File: src/rtl/lcd1602_pkg.sv
// lcd1602_pkg
// Shared definitions for the LCD1602 single-digit display block:
//   - top-level and byte-writer FSM state encodings
//   - HD44780 command bytes used during init and addressing
//   - ASCII offsets for digit / dash rendering, plus small helpers
package lcd1602_pkg;

    typedef enum logic [2:0] {
        ST_PWRUP    = 3'd0,
        ST_INIT     = 3'd1,
        ST_IDLE     = 3'd2,
        ST_SET_ADDR = 3'd3,
        ST_WR_CHAR  = 3'd4
    } disp_state_t;

    typedef enum logic [1:0] {
        BW_IDLE  = 2'd0,
        BW_SETUP = 2'd1,
        BW_EN    = 2'd2,
        BW_WAIT  = 2'd3
    } bw_state_t;

    localparam logic [7:0] CMD_FUNC_SET  = 8'h38; // 8-bit bus, 2 lines, 5x8 font
    localparam logic [7:0] CMD_DISP_ON   = 8'h0C; // display on, cursor off
    localparam logic [7:0] CMD_ENTRY     = 8'h06; // increment, no shift
    localparam logic [7:0] CMD_CLEAR     = 8'h01; // clear display (slow command)
    localparam logic [7:0] CMD_SET_DDRAM = 8'h80; // OR with 7-bit DDRAM address

    localparam logic [7:0] ASCII_ZERO = 8'h30;
    localparam logic [7:0] ASCII_DASH = 8'h2D;

    localparam logic [1:0] INIT_LAST = 2'd3;

    function automatic logic [7:0] init_cmd(input logic [1:0] idx);
        logic [7:0] cmd;
        case (idx)
            2'd0:    cmd = CMD_FUNC_SET;
            2'd1:    cmd = CMD_DISP_ON;
            2'd2:    cmd = CMD_ENTRY;
            default: cmd = CMD_CLEAR;
        endcase
        return cmd;
    endfunction

    // Values above 9 have no glyph in this design and show as '-'.
    function automatic logic [7:0] digit_ascii(input logic [3:0] d);
        return (d <= 4'd9) ? (ASCII_ZERO + {4'h0, d}) : ASCII_DASH;
    endfunction

endpackage

File: src/rtl/lcd1602_byte_wr.sv
// lcd1602_byte_wr
// Issues one byte onto the LCD bus: one setup cycle with rs/data stable,
// EN_CYC cycles of lcd_en high, then a hold/wait period with en low.
// The wait is CLR_WAIT_CYC after the clear command, BYTE_WAIT_CYC otherwise.
// Ports:
//   clk, rst_n      : clock, asynchronous active-low reset
//   i_start         : request a byte; accepted only while o_idle is high
//   i_rs, i_data    : register-select and byte to send (latched on accept)
//   o_rs, o_data    : LCD bus, held from accept until the next accept
//   o_en            : LCD enable strobe
//   o_idle          : ready to accept i_start
//   o_done          : one-cycle pulse on the last cycle of the wait period
module lcd1602_byte_wr
    import lcd1602_pkg::*;
#(
    parameter int EN_CYC        = 25,
    parameter int BYTE_WAIT_CYC = 2_500,
    parameter int CLR_WAIT_CYC  = 100_000
) (
    input  logic       clk,
    input  logic       rst_n,
    input  logic       i_start,
    input  logic       i_rs,
    input  logic [7:0] i_data,
    output logic       o_rs,
    output logic [7:0] o_data,
    output logic       o_en,
    output logic       o_idle,
    output logic       o_done
);

    localparam int MAX_CYC = (EN_CYC > BYTE_WAIT_CYC)
                           ? ((EN_CYC > CLR_WAIT_CYC) ? EN_CYC : CLR_WAIT_CYC)
                           : ((BYTE_WAIT_CYC > CLR_WAIT_CYC) ? BYTE_WAIT_CYC : CLR_WAIT_CYC);
    localparam int CW = $clog2(MAX_CYC + 1);

    localparam logic [CW-1:0] EN_LAST   = CW'(EN_CYC - 1);
    localparam logic [CW-1:0] BYTE_LAST = CW'(BYTE_WAIT_CYC - 1);
    localparam logic [CW-1:0] CLR_LAST  = CW'(CLR_WAIT_CYC - 1);

    bw_state_t     r_state;
    bw_state_t     w_state_next;
    logic [CW-1:0] r_cnt;
    logic [CW-1:0] r_wait_last;
    logic          r_rs;
    logic [7:0]    r_data;
    logic          r_en;
    logic          w_accept;

    assign w_accept = (r_state == BW_IDLE) && i_start;

    always_ff @(posedge clk or negedge rst_n) begin
        if (!rst_n) r_state <= BW_IDLE;
        else        r_state <= w_state_next;
    end

    always_comb begin
        w_state_next = r_state;
        o_done       = 1'b0;
        case (r_state)
            BW_IDLE:  if (i_start) w_state_next = BW_SETUP;
            BW_SETUP: w_state_next = BW_EN;
            BW_EN:    if (r_cnt == EN_LAST) w_state_next = BW_WAIT;
            BW_WAIT: begin
                if (r_cnt == r_wait_last) begin
                    w_state_next = BW_IDLE;
                    o_done       = 1'b1;
                end
            end
            default:  w_state_next = BW_IDLE;
        endcase
    end

    // Counter restarts from zero on every phase change, so it never needs
    // to saturate.
    always_ff @(posedge clk or negedge rst_n) begin
        if (!rst_n)                        r_cnt <= '0;
        else if (w_state_next != r_state)  r_cnt <= '0;
        else if (r_state == BW_EN || r_state == BW_WAIT)
                                           r_cnt <= r_cnt + CW'(1);
    end

    // Bus registers are loaded on accept and held through the wait so the
    // LCD sees stable rs/data across the falling edge of en.
    always_ff @(posedge clk or negedge rst_n) begin
        if (!rst_n) begin
            r_rs        <= 1'b0;
            r_data      <= 8'h00;
            r_wait_last <= '0;
            r_en        <= 1'b0;
        end else begin
            if (w_accept) begin
                r_rs        <= i_rs;
                r_data      <= i_data;
                r_wait_last <= (!i_rs && i_data == CMD_CLEAR) ? CLR_LAST : BYTE_LAST;
            end
            r_en <= (w_state_next == BW_EN);
        end
    end

    assign o_rs   = r_rs;
    assign o_data = r_data;
    assign o_en   = r_en;
    assign o_idle = (r_state == BW_IDLE);

endmodule

File: src/rtl/lcd1602_digit_disp.sv
// lcd1602_digit_disp
// Drives an HD44780-style LCD1602 in 8-bit write-only mode and keeps one
// character cell showing the current digit_in value ('0'-'9', '-' for 10-15).
// After reset: power-up wait, init command sequence, then the digit is
// rewritten whenever the synchronised input differs from what is shown.
// Ports:
//   clk, rst_n : system clock, asynchronous active-low reset
//   digit_in   : digit from the button stage (asynchronous, synchronised here)
//   lcd_rs     : 0 = command, 1 = data
//   lcd_rw     : always 0
//   lcd_en     : enable strobe
//   lcd_data   : 8-bit LCD bus
//   busy       : high whenever the controller is not in IDLE
module lcd1602_digit_disp
    import lcd1602_pkg::*;
#(
    parameter int         CLK_HZ        = 50_000_000,
    parameter int         PWRUP_CYC     = 1_000_000,
    parameter int         EN_CYC        = 25,
    parameter int         BYTE_WAIT_CYC = 2_500,
    parameter int         CLR_WAIT_CYC  = 100_000,
    parameter logic [6:0] DIGIT_ADDR    = 7'h00
) (
    input  logic       clk,
    input  logic       rst_n,
    input  logic [3:0] digit_in,
    output logic       lcd_rs,
    output logic       lcd_rw,
    output logic       lcd_en,
    output logic [7:0] lcd_data,
    output logic       busy
);

    // Timing parameters are given in cycles of CLK_HZ; a clock this slow
    // would make the default cycle counts meaningless.
    if (CLK_HZ < 1_000_000) begin : g_clk_chk
        $error("lcd1602_digit_disp: CLK_HZ too low for cycle-based timing");
    end

    localparam int PWR_W = $clog2(PWRUP_CYC + 1);
    localparam logic [PWR_W-1:0] PWR_LAST = PWR_W'(PWRUP_CYC - 1);

    disp_state_t      r_state;
    disp_state_t      w_state_next;
    logic [PWR_W-1:0] r_pwr_cnt;
    logic [1:0]       r_init_idx;
    logic             r_issued;
    logic [3:0]       r_sync1;
    logic [3:0]       r_sync2;
    logic [3:0]       r_shown;

    logic             w_start;
    logic             w_rs;
    logic [7:0]       w_data;
    logic             w_bw_idle;
    logic             w_bw_done;

    always_ff @(posedge clk or negedge rst_n) begin
        if (!rst_n) r_state <= ST_PWRUP;
        else        r_state <= w_state_next;
    end

    // Each byte-sending state raises start once (r_issued blocks repeats)
    // and moves on when the byte writer reports done.
    always_comb begin
        w_state_next = r_state;
        w_start      = 1'b0;
        w_rs         = 1'b0;
        w_data       = 8'h00;
        case (r_state)
            ST_PWRUP: begin
                if (r_pwr_cnt == PWR_LAST) w_state_next = ST_INIT;
            end
            ST_INIT: begin
                w_start = !r_issued;
                w_data  = init_cmd(r_init_idx);
                if (w_bw_done && r_init_idx == INIT_LAST) w_state_next = ST_SET_ADDR;
            end
            ST_IDLE: begin
                if (r_sync2 != r_shown) w_state_next = ST_SET_ADDR;
            end
            ST_SET_ADDR: begin
                w_start = !r_issued;
                w_data  = CMD_SET_DDRAM | {1'b0, DIGIT_ADDR};
                if (w_bw_done) w_state_next = ST_WR_CHAR;
            end
            ST_WR_CHAR: begin
                w_start = !r_issued;
                w_rs    = 1'b1;
                w_data  = digit_ascii(r_shown);
                if (w_bw_done) w_state_next = ST_IDLE;
            end
            default: w_state_next = ST_PWRUP;
        endcase
    end

    always_ff @(posedge clk or negedge rst_n) begin
        if (!rst_n) begin
            r_pwr_cnt  <= '0;
            r_init_idx <= 2'd0;
            r_issued   <= 1'b0;
            r_sync1    <= 4'h0;
            r_sync2    <= 4'h0;
            r_shown    <= 4'h0;
        end else begin
            r_sync1 <= digit_in;
            r_sync2 <= r_sync1;

            if (r_state == ST_PWRUP && w_state_next == ST_PWRUP)
                r_pwr_cnt <= r_pwr_cnt + PWR_W'(1);
            else
                r_pwr_cnt <= '0;

            if (r_state != ST_INIT)
                r_init_idx <= 2'd0;
            else if (w_bw_done)
                r_init_idx <= r_init_idx + 2'd1;

            if (w_bw_done)
                r_issued <= 1'b0;
            else if (w_start && w_bw_idle)
                r_issued <= 1'b1;

            // The digit is frozen at SET_ADDR entry; later input changes are
            // picked up by the IDLE compare once this update completes.
            if (w_state_next == ST_SET_ADDR && r_state != ST_SET_ADDR)
                r_shown <= r_sync2;
        end
    end

    lcd1602_byte_wr #(
        .EN_CYC        (EN_CYC),
        .BYTE_WAIT_CYC (BYTE_WAIT_CYC),
        .CLR_WAIT_CYC  (CLR_WAIT_CYC)
    ) u_byte_wr (
        .clk     (clk),
        .rst_n   (rst_n),
        .i_start (w_start),
        .i_rs    (w_rs),
        .i_data  (w_data),
        .o_rs    (lcd_rs),
        .o_data  (lcd_data),
        .o_en    (lcd_en),
        .o_idle  (w_bw_idle),
        .o_done  (w_bw_done)
    );

    assign lcd_rw = 1'b0;
    assign busy   = (r_state != ST_IDLE);

endmodule

File: config.mk
export PLATFORM = sky130hd
export DESIGN_NAME = lcd1602_digit_disp
export DESIGN_NICKNAME = d
export VERILOG_FILES = /design/src/rtl/lcd1602_pkg.sv /design/src/rtl/lcd1602_byte_wr.sv /design/src/rtl/lcd1602_digit_disp.sv
export SDC_FILE = /design/constraint.sdc
export NUM_CORES = 1
export LEC_CHECK = 0
export ABC_AREA = 1
export CAP_MARGIN = 20
export CORE_MARGIN = 3
export CORE_UTILIZATION = 60
export CTS_CLUSTER_DIAMETER = 200
export CTS_CLUSTER_SIZE = 8
export DETAILED_ROUTE_END_ITERATION = 8
export PLACE_DENSITY_LB_ADDON = 0.3
export SYNTH_ARGS = -nofsm -noshare
export SYNTH_HDL_FRONTEND = slang
export SYNTH_SLANG_ARGS = --single-unit
File: constraint.sdc
create_clock -name clk -period 1.99 [get_ports clk]
set_input_delay 0.4975 -clock clk [delete_from_list [all_inputs] [get_ports clk]]
set_output_delay 0.4975 -clock clk [all_outputs]
set_load 0.005 [all_outputs]
==> impl_metrics.csv, run 1 <==
group,metric,value,unit
sta,period_minus_slack,1.864,ns
yosys,synth-simple-area-share,30.56,%
place,portBuffers,15,
die,die_y,84.63,um
global_route,grt_pass1_wl,12.85,mm
die,core,5956,um^2
global_route,grt_overflow_total,0,
place,hpwl,4.990,mm
final_layout,final_common_cell,"nand2_1",
clock_tree,htreeDepth,3,
yosys,synth_top_family_by_area,"simple AND/OR/NAND/NOR gates",
sta,rsz0062_at_grt,"false",
sta,hold_slack,0.1297,ns
yosys,syn_area_per_cell,8.607,um^2
drt,wl_per_cell,13.30,um
drt,antenna_left,0,
yosys,yosys_warnings,0,
flow_run,maxCapViolations,0,
final_layout,drive_above_1_share,17.38,%
power,vdd_drop_max,0.7116,mV
setup_path,ff2ff_path_depth,11,
clock_tree,clk-insertion-delay-late,0.36,ns
status,status,"completed",
clock_tree,cts_tree,"yes",
drt,via_per_inst,5.248,
clock_tree,ctsLongestPathBuffers,2,
sta,period_share,93.69,%
setup_path,start_kind,"register",
setup_path,cp.required,1.49,ns
sta,finClkSkew,0.01391,ns
power,leakage,1.967,nW
global_route,grtUsageTotal,22.07,%
die,placementRows,28,
clock_tree,cts_root_buffer,"clkbuf_8",
sta,maxSlewViolCount,0,
yosys,synth.distinct_cells,42,
clock_tree,clkSlewWorstSetupHoldPaths,0.09,ns
yosys,ys_ff_latch,69,
final_layout,mostFrequentLayoutCells,"86 x nand2_1, 69 x dfrtp_1, 53 x nor2_1, 51 x inv_1, 30 x nor2_2",
final_layout,fin_cells,541,
yosys,synth_xor_area_share,7.555,%
drt,finalWirelength,7.197,mm
yosys,postSynthCellCount,431,
setup_path,path_class,"register to primary output",
sta,slew_headroom,65.16,%
yosys,syn-cell-area,3710,um^2
setup_path,crit_arrival,1.37,ns
worst_hold_path,min_path_type,"primary input to async pin",
setup_path,r2r_slack,0.14,ns
sta,tightest_slew,0.5159,ns
final_layout,layout.nets,475,
drt,first_pass_iters,5,
die,die_area,7162,um^2
global_route,grt_pass1_vias,2853,
yosys,synthMuxAreaShare,0,%
die,io_pins,18,
clock_tree,postCtsHoldBufs,0,
place,placed_cells,519,
global_route,antenna_found_initial,0,
drt,drc,0,
sta,max_freq,536.4,MHz
setup_path,crit_fanout,2,
clock_tree,cts_inserted_buffers,9,
final_layout,diodes,0,
global_route,grt_start_max_net_pins,70,
sta,setup-violations-final,0,
sta,tns,0,ns
place,gp_congestion,0.8961,
yosys,synth-compound-area-share,5.059,%
setup_path,endpoint_kind,"primary output",
power,p_per_area,659.2,nW/um^2
final_layout,area_growth,13.76,%
die,die_w,84.63,um
drt,drt_iter0_drc,159,
clock_tree,clock_sinks,69,
yosys,synthAdderAreaFrac,2.698,%
yosys,seq_area_frac_synth,46.54,%
drt,vias,2839,
die,initial_utilization,62.29,%
sta,finalHoldViolCount,0,
metal layers:
| layer | vias up | routed length, um | track usage (%) |
|---|---|---|---|
| met4 | 0 | 135 | 7.770 |
| met3 | 18 | 252 | 5.201 |
| met1 | 1344 | 3380 | 29.55 |
| li1 | 1415 | - | - |
| met2 | 62 | 3429 | 35.30 |
| met5 | - | 0 | 0 |
final timing paths:
kind	from	end
setup / recovery	r_state[1]	busy
hold / removal	rst_n	u_byte_wr.r_cnt[11]
setup reg to reg	r_state[0]	u_byte_wr.r_cnt[15]
hold reg to reg	r_sync1[2]	r_sync2[2]
max in group asynchronous	rst_n	u_byte_wr.r_cnt[0]
min in group clk	r_sync1[2]	r_sync2[2]
worst max-delay path: stages, from the launching register on:
cell	delay, ns
dfrtp_1	0.36
inv_1	0.07
nor3_2	0.21
inv_1	0.10
dlygate4sd2_1	0.27
through the flow:
step | utilization [%] | total power [mW] | instance area, um^2 | setup WS (ns)
6_report | 70.86 | 2.782 | 4220 | 0.1256
5_1_grt | 70.86 | 2.874 | 4220 | 0.008056
4_1_cts | 70.71 | 2.799 | 4212 | 0.07858
3_5_place_dp | 66.05 | 1.487 | 3934 | 0.1932
3_3_place_gp | 66.05 | 1.485 | 3934 | 0.2293
2_1_floorplan | - | 1.447 | 3714 | 0.4231
state kept, by name, summed over array words and instances (netlist names):
register               cells
r_state                    3
r_sync1                    4
r_init_idx                 2
u_byte_wr.r_wait_last      3
u_byte_wr.o_rs             1
r_sync2                    4
u_byte_wr.r_state          2
u_byte_wr.r_cnt           17
u_byte_wr.o_en             1
r_shown                    4
r_issued                   1
u_byte_wr.o_data           7
r_pwr_cnt                 20
timing repair:
action,4_1_cts,5_1_grt
setup buffers,6,0
setup endpoints to repair,1,20
pin swaps,1,0
resized for setup,2,2
cells in the mapped netlist (all sizes together):
| cell | number | area (um^2) |
|---|---|---|
| xor2 | 27 | 236.5 |
| o21ai | 15 | 90.09 |
| inv | 55 | 209.0 |
| o41ai | 1 | 8.760 |
| o21a | 1 | 7.510 |
| dfrtp | 69 | 1727 |
| buf | 7 | 65.05 |
| nor4 | 1 | 6.260 |
| ha | 8 | 100.1 |
| nor3 | 12 | 76.33 |
| nand2 | 91 | 369.1 |
| nor2 | 87 | 426.7 |
| o211ai | 1 | 7.510 |
| o31ai | 1 | 7.510 |
| o22ai | 1 | 6.260 |
| nand4 | 18 | 127.6 |
| nand3 | 18 | 120.1 |
| xnor2 | 5 | 43.79 |
| conb | 1 | 3.750 |
| nand3b | 1 | 7.510 |
| clkbuf | 1 | 3.750 |
| a22oi | 1 | 7.510 |
| a31oi | 3 | 18.77 |
| a21oi | 6 | 33.78 |
cells by family after synthesis:
group                    after synthesis
XOR/XNOR                              32
adder cells (fa/ha/maj)                8
flip-flops                            69
buffers and inverters                 63
AND/OR/NAND/NOR                      228
other                                  1
AO/OA/AOI/OAI                         30
report_power, final:
part / total [mW] / internal, mW / switching [mW]
sequential: 1.41 / 1.41 / 0.00390
combinational: 0.0438 / 0.0139 / 0.0299
clock: 1.33 / 0.725 / 0.601
total: 2.78 / 2.15 / 0.634
area by class of cell:
class                   count  area [um^2]
clock buffers               9        123.9
clock inverters             7        105.1
fillers                   447         1735
inverters                  55        212.7
multi-input cells         300         1719
flip-flops and latches     69         1727
well taps                  75        93.84
repair buffers             26        239.0
(Power assumes the default switching activity.)
==> run 2, diff against run 1 <==
==> constraint.sdc (replaced) <==
create_clock -name clk -period 2 [get_ports clk]
set_input_delay 0.5 -clock clk [delete_from_list [all_inputs] [get_ports clk]]
set_output_delay 0.5 -clock clk [all_outputs]
set_load 0.005 [all_outputs]
==> impl_metrics.csv, run 2 (same netlist as run 1, synthesis figures left out) <==
group,metric,value,unit
place,post-place-ws,0.1992,ns
drt,drc,0,
die,initial_utilization,62.29,%
setup_path,r2r_slack,0.20,ns
drt,vias,2821,
setup_path,start_kind,"register",
clock_tree,ctsLongestPathBuffers,2,
place,gp_congestion,0.8803,
place,portBuffers,15,
die,core,5956,um^2
setup_path,r2r_end,"u_byte_wr.r_cnt[13]",
power,leakage,1.928,nW
sta,maxSlewViolCount,0,
setup_path,endpoint_kind,"primary output",
sta,hold_slack,0.1529,ns
setup_path,cp.required,1.50,ns
setup_path,ff2ff_path_depth,11,
setup_path,critPathLaunch,"r_state[2]",
clock_tree,cts_root_buffer,"clkbuf_8",
power,power.share.sequential,54.6,%
final_layout,layout.nets,470,
setup_path,timing.rr.start,"r_state[1]",
clock_tree,cts_tree,"yes",
sta,slew_headroom,56.11,%
setup_path,crit_fanout,3,
clock_tree,cts_inserted_buffers,9,
clock_tree,clock_sinks,69,
final_layout,n_fill_cell,479,
setup_path,path_class,"register to primary output",
die,placementRows,28,
die,die_w,84.63,um
final_layout,mostFrequentLayoutCells,"86 x nand2_1, 69 x dfrtp_1, 53 x nor2_1, 51 x inv_1, 30 x nor2_2",
global_route,grt_pass1_vias,2674,
final_layout,largest_reg_flops,20,
global_route,grt_start_max_net_pins,70,
global_route,antenna_found_initial,0,
final_layout,final_common_cell,"nand2_1",
sta,finalHoldViolCount,0,
die,io_pins,18,
power,p_total,2.574,mW
power,vdd_drop_max,0.5559,mV
drt,finalWirelength,6.752,mm
sta,setup-violations-final,0,
sta,period_minus_slack,1.872,ns
sta,setup_ws,0.1277,ns
power,p_comb_share,1.7,%
drt,drt_iter0_drc,162,
drt,first_pass_iters,5,
sta,tns,0,ns
setup_path,worstSetupEndpoint,"busy",
global_route,grt_pass1_wl,12.02,mm
clock_tree,postCtsHoldBufs,0,
place,hpwl,4.702,mm
status,status,"completed",
drt,via_per_inst,5.263,
sta,period_share,93.61,%
sta,rsz0062_at_grt,"false",
final_layout,diodes,0,
final_layout,area_growth,12.11,%
global_route,grtUsageTotal,21.00,%
final_layout,regMostFlops,"r_pwr_cnt",
setup_path,crit_arrival,1.37,ns
final_layout,drive_above_1_share,16.05,%
sta,max_freq,534.1,MHz
worst_hold_path,min_path_type,"primary input to async pin",
die,die_y,84.63,um
die,die_area,7162,um^2
drt,wl_per_cell,12.60,um
clock_tree,clkSlewWorstSetupHoldPaths,0.08,ns
clock_tree,clk-insertion-delay-late,0.36,ns
power,p_per_area,618.8,nW/um^2
power,p_sw,0.5769,mW
sta,finClkSkew,0.007496,ns
sta,tightest_slew,0.6498,ns
clock_tree,htreeDepth,3,
flow_run,maxCapViolations,0,
power,p_int,1.997,mW
drt,antenna_left,0,
power,switching_share,22.41,%
global_route,grt_overflow_total,0,
power,clockPowerShare,43.7,%
run 2: changes by cell type in the layout (fill, tap and decap cells not counted), sizes merged:
cell      delta
inv          -3
bufinv       -1
clkinv       +3
clkbuf       +2
buf          -5
clkinvlp     -1
run 2: worst min path at each step:
stage                           from             endpoint  slack, ns  cells past startpoint
after detailed placement  r_sync1[0]           r_sync2[0]       0.34                      0
final                          rst_n  u_byte_wr.r_cnt[15]       0.15                      2
after CTS                      rst_n  u_byte_wr.r_cnt[13]       0.16                      2
after floorplan                rst_n        r_init_idx[0]       0.20                      0
after global placement    r_sync1[3]           r_sync2[3]       0.33                      0
after global routing           rst_n  u_byte_wr.r_cnt[15]       0.18                      2
run 2: what timing repair did:
| action | CTS | global route |
|---|---|---|
| gates resized for setup | 2 | 2 |
| endpoints found under the setup margin | 1 | 2 |
| pin swaps | 1 | 0 |
| setup buffers | 2 | 0 |
run 2: power by group through the flow:
stage / Sequential [mW] / Clock (mW) / Combinational [mW]
3_5_place_dp: 1.43 / 0 / 0.0452
5_1_grt: 1.41 / 1.21 / 0.0502
3_3_place_gp: 1.43 / 0 / 0.0450
2_1_floorplan: 1.43 / 0 / 0.00718
6_report: 1.41 / 1.12 / 0.0428
4_1_cts: 1.41 / 1.15 / 0.0454
run 2: per-layer routing:
layer / share of wire, % / global-route usage, % / vias up
met2: 46 / 31.25 / 59
met5: 0 / 0 / -
met3: 3.4 / 4.318 / 11
li1: - / - / 1410
met4: 2.2 / 10.79 / 0
met1: 48 / 29.17 / 1341
run 2: layout make-up:
type | instances | area (um^2) | area share, %
Multi-Input combinational cell | 300 | 1719 | 41.34
Clock buffer | 11 | 131.4 | 3.159
Sequential cell | 69 | 1727 | 41.52
Timing Repair Buffer | 21 | 214.0 | 5.144
Tap cell | 75 | 93.84 | 2.256
Clock inverter | 5 | 61.31 | 1.474
Inverter | 55 | 212.7 | 5.114
run 2: worst max-delay path: stages, from the launching register on:
cell	delay [ns]
dfrtp_1	0.41
nor3_2	0.23
inv_1	0.10
dlygate4sd2_1	0.27
run 2: per-stage QoR:
step / cells / util (%) / cell area (um^2)
after floorplan: 432 / - / 3714
after global placement: 518 / 66.13 / 3939
after detailed placement: 518 / 66.13 / 3939
after CTS: 536 / 69.68 / 4150
after global routing: 536 / 69.83 / 4159
final: 536 / 69.83 / 4159
